## config.mk

```make
export PLATFORM = sky130hd
export DESIGN_NAME = char_latch_seq
export DESIGN_NICKNAME = d
export VERILOG_FILES = /design/src/rtl/char_latch_seq.sv
export SDC_FILE = /design/constraint.sdc
export NUM_CORES = 1
export LEC_CHECK = 0
export ABC_AREA = 1
export CORE_MARGIN = 3
export CORE_UTILIZATION = 45
export DETAILED_ROUTE_END_ITERATION = 16
export PLACE_DENSITY = 0.71
export SETUP_SLACK_MARGIN = 0.1
export SYNTH_ARGS = -nofsm -noshare
export SYNTH_HDL_FRONTEND = slang
export SYNTH_SLANG_ARGS = --single-unit
```

## constraint.sdc

```tcl
create_clock -name clk -period 1.55 [get_ports clk]
set_input_delay 0.31 -clock clk [delete_from_list [all_inputs] [get_ports clk]]
set_output_delay 0.31 -clock clk [all_outputs]
set_load 0.005 [all_outputs]
```

## src/rtl/char_latch_seq.sv

```systemverilog
// Write-side sequencer for the video terminal character latch: PIA handshake,
// latch load, screen-memory write at the cursor slot, and clear-screen. Optional macro: LOWER_FOLD_EN.
module char_latch_seq #(
  parameter int COLS       = 40,
  parameter int CLR_FRAMES = 2
) (
  input  logic       clk,
  input  logic       mr,
  input  logic [6:0] char_in,
  input  logic       char_stb,
  input  logic       clr_btn,
  input  logic       cursor_slot,
  input  logic       frame_start,
  output logic       rda,
  output logic [5:0] latch_d,
  output logic       latch_load,
  output logic       latch_clr_n,
  output logic       mem_we,
  output logic       cur_adv,
  output logic       cur_cr,
  output logic       cur_home,
  output logic       clr_active
);

  localparam int COL_W = (COLS > 1) ? $clog2(COLS) : 1;
  localparam logic [COL_W-1:0] COL_LAST = COL_W'(COLS - 1);
  localparam logic [3:0]       CNT_LAST = 4'(CLR_FRAMES - 1);

  typedef enum logic [2:0] {
    S_IDLE, S_WAIT_SLOT, S_ADVANCE, S_CR_WAIT, S_CLR_SYNC, S_CLR_RUN
  } state_t;

  function automatic logic [6:0] fold_char(input logic [6:0] c);
`ifdef LOWER_FOLD_EN
    if (c >= 7'h61 && c <= 7'h7A) return c - 7'h20;
`endif
    return c;
  endfunction

  function automatic logic is_print(input logic [6:0] c);
    return (c >= 7'h20) && (c <= 7'h7E);
  endfunction

  state_t           state_q, state_d;
  logic [COL_W-1:0] col_q, col_d;
  logic [3:0]       cnt_q, cnt_d;
  logic             clr_q;
  logic             rda_q, rda_d;
  logic [5:0]       latch_d_q, latch_d_d;
  logic             latch_load_q, latch_load_d;
  logic             latch_clr_n_q, latch_clr_n_d;
  logic             mem_we_q, mem_we_d;
  logic             cur_adv_q, cur_adv_d;
  logic             cur_cr_q, cur_cr_d;
  logic             cur_home_q, cur_home_d;
  logic             clr_active_q, clr_active_d;

  logic [6:0] ch;
  logic       clr_edge;
  logic       accept;

  assign ch       = fold_char(char_in);
  assign clr_edge = clr_btn & ~clr_q;
  // A character is taken only while ready is being shown; a clear edge in the same cycle drops it.
  assign accept   = (state_q == S_IDLE) && rda_q && char_stb && !clr_edge;

  always_ff @(posedge clk or posedge mr) begin
    if (mr) begin
      state_q       <= S_IDLE;
      col_q         <= '0;
      cnt_q         <= '0;
      clr_q         <= 1'b0;
      rda_q         <= 1'b0;
      latch_d_q     <= '0;
      latch_load_q  <= 1'b0;
      latch_clr_n_q <= 1'b0;
      mem_we_q      <= 1'b0;
      cur_adv_q     <= 1'b0;
      cur_cr_q      <= 1'b0;
      cur_home_q    <= 1'b0;
      clr_active_q  <= 1'b0;
    end else begin
      state_q       <= state_d;
      col_q         <= col_d;
      cnt_q         <= cnt_d;
      clr_q         <= clr_btn;
      rda_q         <= rda_d;
      latch_d_q     <= latch_d_d;
      latch_load_q  <= latch_load_d;
      latch_clr_n_q <= latch_clr_n_d;
      mem_we_q      <= mem_we_d;
      cur_adv_q     <= cur_adv_d;
      cur_cr_q      <= cur_cr_d;
      cur_home_q    <= cur_home_d;
      clr_active_q  <= clr_active_d;
    end
  end

  always_comb begin
    state_d = state_q;
    col_d   = col_q;
    cnt_d   = cnt_q;
    if (clr_edge) begin
      state_d = S_CLR_SYNC;
    end else begin
      case (state_q)
        S_IDLE: begin
          if (accept && is_print(ch))  state_d = S_WAIT_SLOT;
          else if (accept && ch == 7'h0D) state_d = S_CR_WAIT;
        end
        S_WAIT_SLOT: if (cursor_slot) state_d = S_ADVANCE;
        S_ADVANCE: begin
          state_d = S_IDLE;
          col_d   = (col_q == COL_LAST) ? '0 : col_q + COL_W'(1);
        end
        S_CR_WAIT: begin
          if (cursor_slot) begin
            state_d = S_IDLE;
            col_d   = '0;
          end
        end
        S_CLR_SYNC: begin
          if (frame_start) begin
            state_d = S_CLR_RUN;
            cnt_d   = '0;
          end
        end
        S_CLR_RUN: begin
          if (frame_start) begin
            if (cnt_q == CNT_LAST) begin
              state_d = S_IDLE;
              col_d   = '0;
            end else begin
              cnt_d = cnt_q + 4'd1;
            end
          end
        end
        default: state_d = S_IDLE;
      endcase
    end
  end

  always_comb begin
    rda_d         = (state_d == S_IDLE) && !accept;
    latch_d_d     = latch_d_q;
    latch_load_d  = 1'b0;
    if (accept && is_print(ch)) begin
      latch_d_d    = ch[5:0];
      latch_load_d = 1'b1;
    end
    latch_clr_n_d = !clr_edge;
    mem_we_d      = !clr_edge && (state_q == S_WAIT_SLOT) && cursor_slot;
    cur_adv_d     = !clr_edge && (state_q == S_ADVANCE) && (col_q != COL_LAST);
    cur_cr_d      = !clr_edge && (((state_q == S_ADVANCE) && (col_q == COL_LAST)) ||
                                  ((state_q == S_CR_WAIT) && cursor_slot));
    cur_home_d    = !clr_edge && (state_q == S_CLR_RUN) && frame_start && (cnt_q == CNT_LAST);
    clr_active_d  = (state_d == S_CLR_RUN);
  end

  assign rda         = rda_q;
  assign latch_d     = latch_d_q;
  assign latch_load  = latch_load_q;
  assign latch_clr_n = latch_clr_n_q;
  assign mem_we      = mem_we_q;
  assign cur_adv     = cur_adv_q;
  assign cur_cr      = cur_cr_q;
  assign cur_home    = cur_home_q;
  assign clr_active  = clr_active_q;

endmodule

```

==> run summary, run 1 <==
fin nets -> 246
Die Ht -> 63.1 microns
H-tree Lvls -> 1
FF-to-FF Start -> cnt_q[1]
final setup violation count -> 0
Slew headroom -> 76.3%
synth warn -> 0
Crit. End Element -> flip-flop
post-synth top area cell -> dfrtp_1
top cell type's share of synthesized area -> 47.8%
most used cell, CP -> buf_4
vias in the first global route -> 1341
Worst-Margin Slew -> 0.355 ns
total power -> 2.95 mW
Avg Cell Area, Syn -> 8.23 sq um
FF+latch area -> 703 sq um
die width -> 63.1 microns
Reg clk slew, reported paths -> 0.16 ns
Antenna Violating Nets Remaining -> 0
CP cell instances -> inv_1, ha_1, nand3_2, nand2_4, nand4_1, buf_4, buf_4
number of port buffers -> 26
final worst-path cycle share -> 93.0%
EDFF count, synth -> 0
clock root buffer master -> clkbuf_4
WL per Instance -> 12.6 microns
DRT iter0 DRCs -> 76
synthesized area -> 1470 sq um
share of cells above drive strength 1 -> 22.7%
FF-to-FF setup slack -> 0.11 ns
first-pass GRT wire length -> 5720 microns
largest net degree at the start of global routing -> 29
Vias per Instance -> 5.03
final hold vios -> 0
worst clock skew -> 0.0142 ns
hold_buf cts -> 0
Initial Util -> 47.6%
DIE AREA -> 3980 sq um
hold slack -> 0.316 ns
total track usage -> 17.7%
Leakage -> 1.05 nW
r2r worst-path depth -> 7
multi-input logic area -> 674 sq um
CTS tree -> built
Yosys reg bits -> 28
dpl hpwl -> 2390 microns
sequential element share of the synthesized area -> 47.8%
Crit Path Class -> reg2reg
post-synth cell types -> 27
CP startpoint -> cnt_q[1]
share of flip-flops with an asynchronous set or reset -> 100%
vias -> 1374
Filler cells -> 278
DRC Markers -> 0
CTS sink cnt -> 28
Mapped Cells -> 178
Clock Latency Late Sink -> 0.34 ns
post-route non-filler standard cell count -> 273
maximum root-to-sink buffer count -> 2
crit path time final -> 1.44 ns
Mapped Nets -> 194
area delta synth->final -> 36.8%
pre-CTS setup slack -> -0.0662 ns
top-count cell post-synth -> nand2_1
outcome -> completed
crit path to -> state_q[2]
Worst Path Required -> 1.79 ns
core box area -> 3080 sq um
MaxCap Viol Count -> 0
delay-heaviest family, CP -> flip-flops
routability cong. -> 0.820
Pre-Repair DR Iteration Count -> 4
initial antenna violation count -> 0
Routed WL -> 3430 microns
Reg-to-Reg End -> state_q[2]
number of CTS-inserted buffers -> 3
Max VDD drop -> 0.000684 V
f_max -> 694 MHz
FP Rows -> 20
Buf+Inv Stages, Crit Path -> 3
top post-synthesis cells by area -> dfrtp_1, nand2_1, inv_1
worst endpoint data arrival time -> 1.69 ns
RSZ-0062 raised after global routing -> yes
overflow left after global routing -> 0
Worst setup SP type -> flip-flop
Critical Path Max Stage Delay -> 0.41 ns
top cells by count, synth -> nand2_1, dfrtp_1, inv_1
placed cells -> 256
hold crit path type -> in2async
ANT cells -> 0
Setup WS post-layout -> 0.108 ns
Slew Limit Fails -> 0
Stages on worst setup path -> 7
utilization after layout -> 65.1%
pwr dens -> 1470 nW/um^2
io pins -> 27
maximum fanout along the worst path -> 4
Post-synth top flop -> dfrtp_1
slowest CP cell -> dfrtp_1
## routing by layer
layer	global-route usage [%]	wire length (microns)	up-vias
met5	0	0	-
met4	4.68	43	0
met3	3.21	175	7
met2	34.9	1900	42
met1	19.0	1320	652
li1	-	-	673
## metrics by stage
step                      TNS, ns  instance area [sq um]
after global routing            0                   2000
final                           0                   2000
after floorplan                 0                   1470
after CTS                       0                   1880
after detailed placement   -0.472                   1830
after global placement    -0.0637                   1830
## where the power goes
group / leakage, nW / switching [mW] / internal, mW
clock network: 0.0279 / 0.225 / 0.262
registers: 0.364 / 0.152 / 0.918
logic: 0.656 / 0.755 / 0.639
total: 1.05 / 1.13 / 1.82
## worst min path at each step
stage	to	cells after the start	slack (ns)
floorplan	clr_q	0	0.34
detailed placement	latch_d[2]	2	0.47
CTS	clr_q	3	0.34
global route	latch_load	3	0.34
finish	cur_cr	3	0.32
global placement	latch_d[4]	2	0.47
## layout make-up
cell class	instances	share of cell area (%)
sequential	28	35.1
multi-input combinational	123	33.6
timing repair buffer	48	20.5
inverter	26	5.37
tap	44	2.75
clock inverter	1	1.50
clock buffer	3	1.12
## placed cells by master (no fill, tap or decap)
cell / netlist / routed
a21oi_1: 2 / 1
buf_6: 2 / 1
o21ai_1: 3 / 7
clkbuf_4: 0 / 3
clkinv_4: 1 / 1
nand3_4: 1 / 1
o21ai_0: 7 / 3
nand4_1: 4 / 4
nor2_4: 2 / 4
inv_1: 23 / 23
bufinv_16: 0 / 1
dfrtp_1: 28 / 26
ha_1: 3 / 2
nand3_1: 15 / 14
xor2_1: 3 / 3
nand2_1: 44 / 43
o21bai_1: 1 / 1
clkdlybuf4s50_1: 0 / 12
nand2_2: 1 / 2
nor2_2: 3 / 4
nor4_1: 2 / 2
nand2_4: 1 / 1
o32ai_1: 1 / 1
ha_2: 0 / 1
dlygate4sd2_1: 0 / 14
nand3_2: 2 / 3
inv_4: 0 / 2
nand3b_1: 1 / 1
nor2_1: 20 / 18
dfrtp_2: 0 / 2
nor3_1: 2 / 2
a21oi_2: 0 / 1
or2_2: 1 / 1
buf_4: 0 / 21
o21ai_2: 3 / 3
## registers in the layout, indices dropped and copies added, names as in the netlist
register	count
mem_we	1
latch_d	6
cur_home	1
state_q	3
clr_active	1
latch_clr_n	1
col_q	6
cnt_q	4
clr_q	1
cur_cr	1
cur_adv	1
latch_load	1
rda	1
## worst reg2reg max path, cell delays in order, from the launching register on
cell     delay (ns)
dfrtp_1        0.41
inv_1          0.07
ha_1           0.17
nand3_2        0.12
nand2_4        0.11
nand4_1        0.16
buf_4          0.19
buf_4          0.12
## logic make-up after synthesis
| family | count (synthesis) | share of synthesized area [%] |
|---|---|---|
| fa+ha+maj | 3 | 2.56 |
| flops | 28 | 47.8 |
| xor+xnor | 3 | 1.79 |
| compound gates | 17 | 7.00 |
| simple gates | 99 | 32.3 |
| buf+inv | 28 | 8.54 |
## what timing repair did
| action | in CTS | in global routing |
|---|---|---|
| cloned | 1 | 0 |
| endpoints found under the hold margin | 0 | 0 |
| setup endpoints to repair | 20 | 19 |
| gates resized for setup | 16 | 15 |
| buffers inserted | 1 | 11 |
| pin swaps | 1 | 6 |
No activity file was read; power rests on OpenSTA's default activity.
==> run 2: changes to the inputs <==
RECOVER_POWER = 50   (was unset)
clock period = 1.53 ns   (was 1.55 ns; I/O delays follow)
==> run 2 against run 1 <==
  * Register-to-register slack worse by 0.03 ns
  * Critical endpoint is now cnt_q[3]
  * Routed wire length up 2.0%
  * Highest routed layer unchanged
  * Final cell count up 1.8%
  * Core utilization up 3.0 points
  * Combinational power up 9%
  * Worst hold slack better by 0.18 ns
  * Final area up 4.6%
  * Maximum frequency down 0.91%
  * Count of clock-buffer cells in the layout unchanged
==> run summary, run 2 (synthesis results as in run 1) <==
outcome -> completed
pwr dens -> 1480 nW/um^2
met1 Use GR -> 18.9%
Worst-Margin Slew -> 0.694 ns
core box area -> 3080 sq um
Initial Util -> 47.6%
area delta synth->final -> 43.0%
crit path time final -> 1.45 ns
dpl hpwl -> 2480 microns
Antenna Violating Nets Remaining -> 0
routability cong. -> 0.856
DIE AREA -> 3980 sq um
die width -> 63.1 microns
Pre-Repair DR Iteration Count -> 4
CTS tree -> built
number of port buffers -> 26
CTS sink cnt -> 28
f_max -> 687 MHz
GR met3 Demand/Resource -> 2.32%
MaxCap Viol Count -> 0
DRT iter0 DRCs -> 66
maximum root-to-sink buffer count -> 2
Placed Area -> 1840 sq um
H-tree Lvls -> 1
hold crit path type -> reg2reg
Slew headroom -> 53.7%
Slew Limit Fails -> 0
largest net degree at the start of global routing -> 29
total track usage -> 18.2%
Vias per Instance -> 4.90
FP Rows -> 20
final hold vios -> 0
ANT cells -> 0
final setup violation count -> 0
Worst setup SP type -> flip-flop
initial antenna violation count -> 0
commonest non-fill, non-tap cell in the layout -> nand2_1
setup TNS -> 0 ns
worst endpoint data arrival time -> 1.72 ns
Leakage -> 1.08 nW
WL per Instance -> 12.6 microns
Crit Path Class -> reg2reg
clock root buffer master -> clkbuf_4
Routed WL -> 3500 microns
Crit. End Element -> flip-flop
Clock Latency Late Sink -> 0.33 ns
GR Layer Usage met2 -> 35.7%
gr busiest metal -> met2
final worst-path cycle share -> 95.1%
fin nets -> 251
Reg clk slew, reported paths -> 0.15 ns
worst clock skew -> 0.00209 ns
most frequent cells in the layout -> nand2_1, dfrtp_1, buf_4
hold_buf cts -> 0
share of cells above drive strength 1 -> 26.9%
first-pass GRT wire length -> 5780 microns
vias -> 1361
maximum fanout along the worst path -> 8
number of CTS-inserted buffers -> 3
DRC Markers -> 0
overflow left after global routing -> 0
hold slack -> 0.493 ns
io pins -> 27
Die Ht -> 63.1 microns
Max VDD drop -> 0.000756 V
Worst Path Required -> 1.80 ns
vias in the first global route -> 1370
RSZ-0062 raised after global routing -> yes
final instance area -> 2100 sq um
==> run 2: repair_timing <==
action,in CTS,in global routing
pin swaps,2,15
cloned,1,0
resized for setup,16,26
setup endpoints to repair,24,20
setup buffers,4,12
==> run 2: per-layer routing <==
metal  share of wire (%)  wire, microns
met1                  38           1340
met2                  56           1970
met3                 3.9            137
met4                 1.5             51
met5                   0              0
==> run 2: stage by stage <==
stage | util [%] | power (mW) | setup slack [ns] | cells
2_1_floorplan | - | 1.82 | 0.249 | 178
3_3_place_gp | 59.8 | 2.16 | -0.0403 | 257
3_5_place_dp | 59.8 | 2.22 | -0.0920 | 257
4_1_cts | 62.4 | 2.77 | 0.0000943 | 266
5_1_grt | 68.1 | 3.33 | -0.00172 | 278
6_report | 68.1 | 3.11 | 0.0753 | 278
==> run 2: final timing paths <==
path	start	end	slack (ns)	cells after the start
hold / removal	latch_d[4]	latch_d[4]	0.49	2
max in group asynchronous	mr	state_q[0]	0.48	3
setup reg to reg	state_q[1]	cnt_q[3]	0.08	9
hold reg to reg	latch_d[4]	latch_d[4]	0.49	2
min in group asynchronous	mr	cur_adv	0.57	3
setup / recovery	state_q[1]	cnt_q[3]	0.08	9
==> run 2: final cells by class <==
cell class | instances | area (sq um)
clock buffer | 3 | 22.5
multi-input combinational | 123 | 729
inverter | 26 | 105
tap | 44 | 55.1
timing repair buffer | 53 | 452
sequential | 28 | 702
fill | 257 | 982
clock inverter | 1 | 30.0
==> run 2: where the power goes <==
part           total [mW]  switching [mW]  internal [mW]
Sequential           1.11           0.183          0.929
Combinational        1.51           0.802          0.705
Clock               0.488           0.223          0.265
Total                3.11            1.21           1.90
==> run 2: worst max-delay path: stages, from the launching register on <==
cell and delay, ns:
dfrtp_1 0.46, inv_2 0.15, nand3_4 0.14, inv_4 0.09, nand2_4 0.06, nand2_2 0.06
nand2_2 0.06, nor2_4 0.20, nand2_1 0.07, o21ai_0 0.08
==> run 3: changes to the inputs <==
CORE_UTILIZATION = 51   (was 45)
GPL_TIMING_DRIVEN = 0   (was unset)
PLACE_DENSITY = 0.79   (was 0.71)
==> run 3 against run 2 <==
  * Sequential share of layout area grew 2.9 points
  * Flip-flop and latch count is the same
  * Clock skew grew 0.0039 ns
  * Critical path type unchanged
==> run summary, run 3 (synthesis results as in run 1) <==
outcome -> completed
Clock Latency Late Sink -> 0.33 ns
worst endpoint data arrival time -> 1.65 ns
Reg clk slew, reported paths -> 0.15 ns
dpl hpwl -> 2260 microns
total track usage -> 19.5%
Worst-Margin Slew -> 1.04 ns
fin nets -> 237
WL per Instance -> 13.4 microns
first-pass GRT wire length -> 5330 microns
Slew Limit Fails -> 0
Leakage -> 1.01 nW
hold slack -> 0.449 ns
Crit Path Class -> reg2reg
vias in the first global route -> 1250
Worst Path Required -> 1.77 ns
DIE AREA -> 3550 sq um
FF+latch area -> 702 sq um
area delta synth->final -> 31.7%
multi-input logic area -> 701 sq um
RSZ-0062 raised after global routing -> yes
maximum fanout along the worst path -> 4
Routed WL -> 3350 microns
MaxCap Viol Count -> 0
worst clock skew -> 0.00595 ns
setup TNS -> 0 ns
crit path time final -> 1.41 ns
clock root buffer master -> clkbuf_4
Max VDD drop -> 0.00125 V
CTS sink cnt -> 28
number of CTS-inserted buffers -> 3
DRT iter0 DRCs -> 84
utilization after layout -> 73.9%
max layer used -> met4
hold_buf cts -> 0
vias -> 1350
commonest non-fill, non-tap cell in the layout -> nand2_1
metal2 WL -> 1720 microns
routability cong. -> 0.919
ANT cells -> 0
CTS tree -> built
FP Rows -> 18
Pre-Repair DR Iteration Count -> 4
WL met1 -> 1340 microns
largest net degree at the start of global routing -> 29
Initial Util -> 56.1%
met3 WL -> 215 microns
pwr dens -> 1460 nW/um^2
DRC Markers -> 0
core box area -> 2610 sq um
most frequent cells in the layout -> nand2_1, dfrtp_1, inv_1
hold crit path type -> in2reg
share of cells above drive strength 1 -> 22.3%
final worst-path cycle share -> 92.2%
die width -> 59.6 microns
overflow left after global routing -> 0
Slew headroom -> 30.6%
Die Ht -> 59.6 microns
number of port buffers -> 26
final hold vios -> 0
Vias per Instance -> 5.40
Worst setup SP type -> flip-flop
initial antenna violation count -> 0
maximum root-to-sink buffer count -> 2
f_max -> 709 MHz
final setup violation count -> 0
io pins -> 27
Antenna Violating Nets Remaining -> 0
Crit. End Element -> flip-flop
Filler cells -> 186
H-tree Lvls -> 1
## run 3: cell count changes in the layout (fill, tap and decap cells not counted), moves of 2 or more
cell / before / now
buf_4: 24 / 11
clkdlybuf4s50_1: 10 / 12
dlygate4sd3_1: 2 / 0
o21ai_1: 4 / 6
nor2_4: 6 / 4
nand3_2: 3 / 5
## run 3: repair_timing
| item | CTS | global route |
|---|---|---|
| pin swaps | 2 | 9 |
| resized for setup | 16 | 19 |
| buffers inserted | 3 | 8 |
| setup endpoints to repair | 20 | 20 |
| hold endpoints to repair | 0 | 0 |
| gates cloned | 1 | 0 |
## run 3: final cells by class
type / instances / share of cell area, %
Buffer: 2 / 1.17
Inverter: 26 / 5.45
Sequential cell: 28 / 36.4
Tap cell: 30 / 1.95
Timing Repair Buffer: 37 / 16.9
Clock buffer: 4 / 1.88
Multi-Input combinational cell: 123 / 36.3
## run 3: worst paths after layout
kind	from	to	slack, ns	cells after the start
worst min register to register	latch_d[5]	latch_d[5]	0.50	2
max in group asynchronous	mr	state_q[0]	0.33	2
worst min-delay path	clr_btn	clr_q	0.45	1
worst max-delay path	col_q[0]	col_q[0]	0.12	8
worst max register to register	col_q[0]	col_q[0]	0.12	8
min in group asynchronous	mr	latch_d[3]	0.51	2
## run 3: routing by layer
metal	GRT usage, %	vias to the layer above
met5	0	-
met4	6.33	0
met3	3.27	11
met2	36.7	49
met1	22.1	636
li1	-	654
## run 3: through the flow
stage	worst slack (ns)	instances	instance area, sq um	total power, mW
after floorplan	0.249	178	1470	1.82
after global placement	-0.202	234	1760	2.13
after detailed placement	-0.217	234	1760	2.19
after CTS	0.105	242	1820	2.57
after global routing	0.0141	250	1930	3.02
final	0.120	250	1930	2.81
## run 3: critical path, cell delays in order, from the launching register on
cell and delay [ns]:
dfrtp_1 0.43, ha_2 0.24, nand2_1 0.09, nor2_1 0.12
nand3_2 0.12, inv_1 0.10, nor2_1 0.06, nand3_1 0.08
o21ai_0 0.07
## run 3: power by group
| part | switching, mW | internal, mW |
|---|---|---|
| combinational | 0.770 | 0.586 |
| clock | 0.222 | 0.146 |
| sequential | 0.161 | 0.929 |
| total | 1.15 | 1.66 |
